## src/rtl/elastic_pipe_chain_pkg.sv

```systemverilog
// Shared widths and slot control encoding for the elastic pipeline chain.
// Data forwarding is enabled by defining PIPE_FWD_EN at build time.
package elastic_pipe_chain_pkg;

  localparam int CPU_WIDTH      = 64;
  localparam int REG_ADDR_WIDTH = 5;

  typedef enum logic [1:0] {
    SlotHold,
    SlotLoad,
    SlotClear
  } slot_op_e;

endpackage

```

## src/rtl/pipe_slot.sv

```systemverilog
// One elastic pipeline stage register: valid, payload, destination tag and write enable.
// A load of a bubble clears valid but keeps the previous payload/tag/wen.
module pipe_slot
  import elastic_pipe_chain_pkg::*;
#(
  parameter int DATA_W = CPU_WIDTH,
  parameter int TAG_W  = REG_ADDR_WIDTH
) (
  input  logic              clk,
  input  logic              rst,
  input  logic              load,
  input  logic              clear,
  input  logic              in_valid,
  input  logic [DATA_W-1:0] in_data,
  input  logic [TAG_W-1:0]  in_tag,
  input  logic              in_wen,
  output logic              valid,
  output logic [DATA_W-1:0] data,
  output logic [TAG_W-1:0]  tag,
  output logic              wen
);

  slot_op_e          op;
  logic              valid_q, valid_d;
  logic [DATA_W-1:0] data_q, data_d;
  logic [TAG_W-1:0]  tag_q, tag_d;
  logic              wen_q, wen_d;

  always_comb begin
    op = SlotHold;
    if (load) begin
      op = SlotLoad;
    end else if (clear) begin
      op = SlotClear;
    end
  end

  always_comb begin
    valid_d = valid_q;
    data_d  = data_q;
    tag_d   = tag_q;
    wen_d   = wen_q;
    unique case (op)
      SlotLoad: begin
        valid_d = in_valid;
        if (in_valid) begin
          data_d = in_data;
          tag_d  = in_tag;
          wen_d  = in_wen;
        end
      end
      SlotClear: valid_d = 1'b0;
      default: ;
    endcase
  end

  always_ff @(posedge clk or posedge rst) begin
    if (rst) begin
      valid_q <= 1'b0;
      data_q  <= '0;
      tag_q   <= '0;
      wen_q   <= 1'b0;
    end else begin
      valid_q <= valid_d;
      data_q  <= data_d;
      tag_q   <= tag_d;
      wen_q   <= wen_d;
    end
  end

  assign valid = valid_q;
  assign data  = data_q;
  assign tag   = tag_q;
  assign wen   = wen_q;

endmodule

```

## src/rtl/elastic_pipe_chain.sv

```systemverilog
// Elastic valid/ready register chain with per-stage flush and destination-tag hazard lookup.
// Define PIPE_FWD_EN to build the youngest-match forwarding mux (q_hit/q_data).
module elastic_pipe_chain
  import elastic_pipe_chain_pkg::*;
#(
  parameter int DATA_W = CPU_WIDTH,
  parameter int TAG_W  = REG_ADDR_WIDTH,
  parameter int STAGES = 3,
  parameter int CNT_W  = $clog2(STAGES + 1)
) (
  input  logic              clk,
  input  logic              rst,
  input  logic              in_valid,
  output logic              in_ready,
  input  logic [DATA_W-1:0] in_data,
  input  logic [TAG_W-1:0]  in_tag,
  input  logic              in_wen,
  output logic              out_valid,
  input  logic              out_ready,
  output logic [DATA_W-1:0] out_data,
  output logic [TAG_W-1:0]  out_tag,
  output logic              out_wen,
  input  logic [STAGES:0]   flush_vec,
  input  logic [TAG_W-1:0]  q_tag,
  output logic              q_busy,
  output logic              q_hit,
  output logic [DATA_W-1:0] q_data,
  output logic [CNT_W-1:0]  occ
);

  if (STAGES < 1) begin : g_bad_cfg
    $error("elastic_pipe_chain: STAGES must be at least 1");
  end

  logic [STAGES:1]   v;
  logic [STAGES:1]   wen_r;
  logic [DATA_W-1:0] data_r [1:STAGES];
  logic [TAG_W-1:0]  tag_r  [1:STAGES];

  logic [STAGES:0]   ev;
  logic [STAGES+1:1] r;
  logic [STAGES:1]   match;
  logic [CNT_W-1:0]  occ_cnt;

  always_comb begin
    ev[0] = in_valid & ~flush_vec[0];
    for (int i = 1; i <= STAGES; i++) begin
      ev[i] = v[i] & ~flush_vec[i];
    end
  end

  // A stage can take a beat if it is effectively empty or its own beat moves on.
  always_comb begin
    r           = '0;
    r[STAGES+1] = out_ready;
    for (int i = STAGES; i >= 1; i--) begin
      r[i] = ~ev[i] | r[i+1];
    end
  end

  assign in_ready = r[1] | flush_vec[0];

  for (genvar i = 1; i <= STAGES; i++) begin : g_slot
    logic [DATA_W-1:0] src_data;
    logic [TAG_W-1:0]  src_tag;
    logic              src_wen;

    if (i == 1) begin : g_head
      assign src_data = in_data;
      assign src_tag  = in_tag;
      assign src_wen  = in_wen;
    end else begin : g_body
      assign src_data = data_r[i-1];
      assign src_tag  = tag_r[i-1];
      assign src_wen  = wen_r[i-1];
    end

    pipe_slot #(
      .DATA_W(DATA_W),
      .TAG_W (TAG_W)
    ) u_slot (
      .clk     (clk),
      .rst     (rst),
      .load    (r[i]),
      .clear   (flush_vec[i]),
      .in_valid(ev[i-1]),
      .in_data (src_data),
      .in_tag  (src_tag),
      .in_wen  (src_wen),
      .valid   (v[i]),
      .data    (data_r[i]),
      .tag     (tag_r[i]),
      .wen     (wen_r[i])
    );
  end

  assign out_valid = ev[STAGES];
  assign out_data  = data_r[STAGES];
  assign out_tag   = tag_r[STAGES];
  assign out_wen   = wen_r[STAGES];

  // Tag 0 is the hardwired zero register and never creates a hazard.
  always_comb begin
    for (int i = 1; i <= STAGES; i++) begin
      match[i] = ev[i] & wen_r[i] & (tag_r[i] == q_tag) & (q_tag != '0);
    end
  end

  assign q_busy = |match;

`ifdef PIPE_FWD_EN
  logic [DATA_W-1:0] fwd_data;

  // Scan oldest to youngest so the youngest match is the last one written.
  always_comb begin
    fwd_data = '0;
    for (int i = STAGES; i >= 1; i--) begin
      if (match[i]) begin
        fwd_data = data_r[i];
      end
    end
  end

  assign q_hit  = q_busy;
  assign q_data = fwd_data;
`else
  assign q_hit  = 1'b0;
  assign q_data = '0;
`endif

  always_comb begin
    occ_cnt = '0;
    for (int i = 1; i <= STAGES; i++) begin
      occ_cnt = occ_cnt + CNT_W'(v[i]);
    end
  end

  assign occ = occ_cnt;

endmodule

```

## config.mk

```make
export PLATFORM = sky130hd
export DESIGN_NAME = elastic_pipe_chain
export DESIGN_NICKNAME = d
export VERILOG_FILES = /design/src/rtl/elastic_pipe_chain_pkg.sv /design/src/rtl/pipe_slot.sv /design/src/rtl/elastic_pipe_chain.sv
export SDC_FILE = /design/constraint.sdc
export NUM_CORES = 1
export LEC_CHECK = 0
export CORE_ASPECT_RATIO = 1.75
export CORE_UTILIZATION = 45
export CTS_CLUSTER_DIAMETER = 100
export DETAILED_ROUTE_END_ITERATION = 8
export HOLD_SLACK_MARGIN = 0.02
export PLACE_DENSITY_LB_ADDON = 0.05
export SYNTH_ARGS = -nofsm -noshare
export SYNTH_HDL_FRONTEND = slang
export SYNTH_SLANG_ARGS = --single-unit
```

## constraint.sdc

```tcl
create_clock -name clk -period 9.8 [get_ports clk]
set_clock_uncertainty 0.05 [all_clocks]
set_input_delay 2.94 -clock clk [delete_from_list [all_inputs] [get_ports clk]]
set_output_delay 2.94 -clock clk [all_outputs]
set_load 0.05 [all_outputs]
```

## After elaboration in Yosys (flattened, before gate mapping)

Index checks and enable logic that the tools add are counted.

- Flip-flop bits (word level): 213
- Bits in latches: 0
- Bits in writable memories: 0
- Memory bits (read-only): 0
- Output and inout bits: 140
- Memories: 0

- Add/sub/neg operators: 2
- Multiply operators: 0
- Divide/modulo/power cells: 0
- Order comparisons: 0
- Eq/ne operators: 9
- Shift operators: 0
- Muxes and demuxes: 9
- Bitwise logic cells: 24
- Reductions and logical operators: 8

Operator list:

| kind | count |
|---|---|
| == test 5 bit | 3 |
| bitwise AND 1 bit | 13 |
| two-way mux 2 bit | 6 |
| NOT 1 bit | 7 |
| == test 2 x 1 -> 1 bit, second input constant | 3 |
| == test 2 bit, second input constant | 3 |
| case mux 1 bit (2 select lines) | 3 |
| AND reduction 2 bit | 3 |
| nonzero test 2 bit | 3 |
| nonzero test 5 bit | 1 |
| OR 1 bit | 4 |
| OR reduction 3 bit | 1 |
| adder 1 x 1 -> 2 bit | 1 |
| adder 2 x 1 -> 2 bit | 1 |

## Longest topological paths before layout

- Depth in word-level cells: 9
- Gate-level depth with buffers: 5

## Modules after synthesis

From an unflattened synthesis, not the netlist that was laid out.

- Cell total of the unflattened synthesis: 555
- Area, all modules: 8,878.5 um^2

Modules (own cells, without submodules):

| module | instances | cells an instance | area an instance (um^2) | sequential area each (um^2) |
|---|---|---|---|---|
| pipe_slot | 3 | 152 | 2,703.8 | 1,776.7 |
| elastic_pipe_chain | 1 | 99 | 767.0 | 0.0 |

## Worst setup path after synthesis

OpenSTA, ideal clock, no wires.

- Path type: input -> output
- Start point: input flush_vec[3]
- End point: output q_busy
- Arrival time: 4.373 ns
- Slack: 2.437 ns
- Stages on the path: 4
- Path through: nand2b_4 inv_1 nand4_1 a31oi_1

- Cells in the longest elaborated chain, start to end: 6

RTL lines:

| item | line | text |
|---|---|---|
| from (decl) | elastic_pipe_chain.sv:23 | `input logic [STAGES:0] flush_vec,` |
| NOT 1 bit | elastic_pipe_chain.sv:48 | `ev[i] = v[i] & ~flush_vec[i];` |
| bitwise AND 1 bit | elastic_pipe_chain.sv:48 |  |
| net out_valid | elastic_pipe_chain.sv:18 | `output logic out_valid,` |
| bitwise AND 1 bit (3 in a row) | elastic_pipe_chain.sv:105 | `match[i] = ev[i] & wen_r[i] & (tag_r[i] == q_tag) & (q_tag != '0);` |
| OR reduction 3 bit | elastic_pipe_chain.sv:109 | `assign q_busy = \|match;` |
| to (decl) | elastic_pipe_chain.sv:25 | `output logic q_busy,` |

The timed path passes the listed nets, and every way through them passes these cells.

## Worst setup path in the final report

- Start point: input q_tag[3]
- End point: output q_busy

- Cells in the longest elaborated chain, start to end: 4

RTL lines:

| item | line | text |
|---|---|---|
| from (decl) | elastic_pipe_chain.sv:24 | `input logic [TAG_W-1:0] q_tag,` |
| == test 5 bit | elastic_pipe_chain.sv:105 |  |
| bitwise AND 1 bit (2 in a row) | elastic_pipe_chain.sv:105 |  |
| OR reduction 3 bit (*) | elastic_pipe_chain.sv:109 |  |

Mark *: on every way between the ends. The rest lies on a longest branch, timed or not.

==> flow_summary.json <==
{
  "placed_area_sq_um": 10500,
  "maxCapViolations": 0,
  "yosysTopAreaCell": "dfrtp_1",
  "crit_chain": "clkdlybuf4s50_1 > xor2_1 > nor4_1 > nand4_1 > a31oi_1 > clkdlybuf4s50_1",
  "vias": 4742,
  "hold_buffers": 0,
  "critPathMaxFanout": 4,
  "clock_latency_ps": 500,
  "grt_use_total_pct": 18.0,
  "dp_hpwl_um": 11400,
  "syn_area_sq_um": 9000,
  "vias_per_cell": 4.86,
  "peakVddDrop_mv": 0.220,
  "cts-root-buf": "clkbuf_16",
  "synth-edff-count": 0,
  "ff2ff_setup_slack_ps": 7140,
  "final_cell_area_sq_um": 11100,
  "grt_pass1_vias": 5418,
  "grt_pass1_wl_um": 28600,
  "place_congestion": 0.723,
  "ant_nets": 0,
  "finalCriticalPeriod_ps": 8150,
  "drive_above_1_share_pct": 34.6,
  "grt-busiest-layer": "met2",
  "syn_inst": 553,
  "initial_utilization_pct": 45.8,
  "yosys_warnings": 0,
  "cts_max_path_buffers": 3,
  "netlist_top_cells_count": "dfrtp_1, mux2_2, mux2_4, buf_4, xor2_1",
  "synth-seq-cells": 213,
  "cp_slowest_stage_delay_ps": 830,
  "ys.flop_type": "dfrtp_1",
  "required_ps": 6810,
  "setup_tns_ps": 0,
  "worst_slew_pin_slew_ps": 1120,
  "postCtsSetupBuffers": 0,
  "io_buffers": 157,
  "crit_family": "buffers and inverters",
  "fin_util_pct": 56.7,
  "slew_headroom_pct": 25.1,
  "die_h_um": 189,
  "rsz0062_at_grt": "false",
  "clock-sinks": 213,
  "yosys-top-cells-area": "dfrtp_1, mux2_2, mux2_4",
  "antenna_found_initial": 0,
  "ioPinCount": 223,
  "crit_top_cell": "clkdlybuf4s50_1",
  "ys_types": 27,
  "finalMaxSlewViolations": 0,
  "cp.arrival_ps": 5160,
  "setup_viol": 0,
  "grt_use_met3_pct": 4.44,
  "drt_iter0_drc": 105,
  "grt_util_met1_pct": 21.1,
  "drt-total-wl_um": 17800,
  "syn2layout_area_growth_pct": 23.8,
  "hold_class": "reg2reg",
  "start_kind": "primary input",
  "use_met2_pct": 32.0,
  "fin_nets": 800,
  "num_rows": 68,
  "crit_buf_inv": 2,
  "power_w": 0.00316,
  "clk_pin_slew_ps": 60,
  "fp.dieArea_sq_um": 20600,
  "max_freq_ghz": 0.123,
  "crit_slowest_cell": "clkdlybuf4s50_1",
  "status": "complete, no violations",
  "cts_resized": 0,
  "critPathKind": "in2out",
  "num_antenna_cells": 0,
  "cts_tree": "built",
  "cts_buffers": 21,
  "yosysTopAreaCellShare_pct": 59.2,
  "finalHoldViolCount": 0,
  "grt_max_degree": 125,
  "htree_num_levels": 1,
  "chipWidth_um": 109,
  "yosysSeqAreaShare_pct": 59.2,
  "remaining_drc_errors": 0,
  "core_sq_um": 19700,
  "min_period_over_period_pct": 83.1,
  "async_flop_share_pct": 100,
  "power.density_nw_per_um2": 284,
  "power_leakage_nw": 4.95,
  "syn_area_per_cell_sq_um": 16.3,
  "cp-end-kind": "output pin",
  "gr-total-overflow": 0,
  "wl_per_cell_um": 18.2,
  "post-synth-top-count-cell": "dfrtp_1",
  "dr.pass1.iters": 4
}
## final cells by class
cell class | count | area [sq um]
clock buffer | 31 | 583
clock inverter | 7 | 63.8
fill | 1634 | 8510
inverter | 2 | 15.0
multi-input combinational | 316 | 3230
sequential | 213 | 5330
tap | 245 | 307
timing repair buffer | 162 | 1610
## flip-flops by register name, indices dropped and copies added (netlist names)
signal and count:
g_slot.u_slot.valid 3, g_slot.u_slot.tag 15, g_slot.u_slot.wen 3, g_slot.u_slot.data 192
## cells in the final DEF, fill, tap and decap left out, drive strengths merged, types with 3 or more instances in the layout
cell | Yosys | routed
dfrtp | 213 | 213
mux2 | 210 | 210
clkdlybuf4s50 | 0 | 157
conb | 1 | 65
clkbuf | 1 | 31
xor2 | 13 | 13
clkinv | 0 | 5
buf | 85 | 5
nor2 | 5 | 5
nand2b | 5 | 5
nor4 | 3 | 3
inv | 2 | 3
## path summary, 6_finish.rpt
kind | from | end | cells after the start
setup reg to reg | g_slot[1].u_slot.valid | g_slot[1].u_slot.data[61] | 5
hold / removal | g_slot[2].u_slot.data[59] | g_slot[3].u_slot.data[59] | 1
max in group asynchronous | rst | g_slot[1].u_slot.data[37] | 3
setup / recovery | q_tag[3] | q_busy | 6
hold reg to reg | g_slot[2].u_slot.data[59] | g_slot[3].u_slot.data[59] | 1
min in group asynchronous | rst | g_slot[2].u_slot.data[19] | 2
## report_power, final
| part | internal [W] | switching, W |
|---|---|---|
| sequential | 0.00113 | 0.000144 |
| clock | 0.000440 | 0.000330 |
| combinational | 0.000455 | 0.000669 |
## worst reg2reg max path, cell delays in order, from the launching register on
cell	delay (ps)
dfrtp_1	420
nor2b_1	210
a21oi_4	150
buf_4	620
buf_4	730
mux2_4	370
## cell families after synthesis
group	share of synthesized area, %
AOI/OAI and AO/OA	0.306
DFF	59.2
xor gates and xnor gates	1.46
and+or+nand+nor	1.70
buffers and inverters	7.59
other	0.0417
adders and majority gates	0.222
muxes	29.4
## per-stage QoR
| stage | worst slack, ps | hold slack, ps | cells |
|---|---|---|---|
| floorplan | 987 | 425 | 617 |
| global placement | 1750 | 434 | 938 |
| detailed placement | 1660 | 439 | 938 |
| CTS | 1670 | 453 | 976 |
| global route | 1570 | 462 | 976 |
| finish | 1650 | 449 | 976 |
## layer usage
metal	share of wire [%]	up-vias
li1	-	2102
met3	6.5	23
met2	53	145
met5	0	-
met4	2.1	0
met1	38	2472
Note: power is estimated with default switching activity, not from simulation.
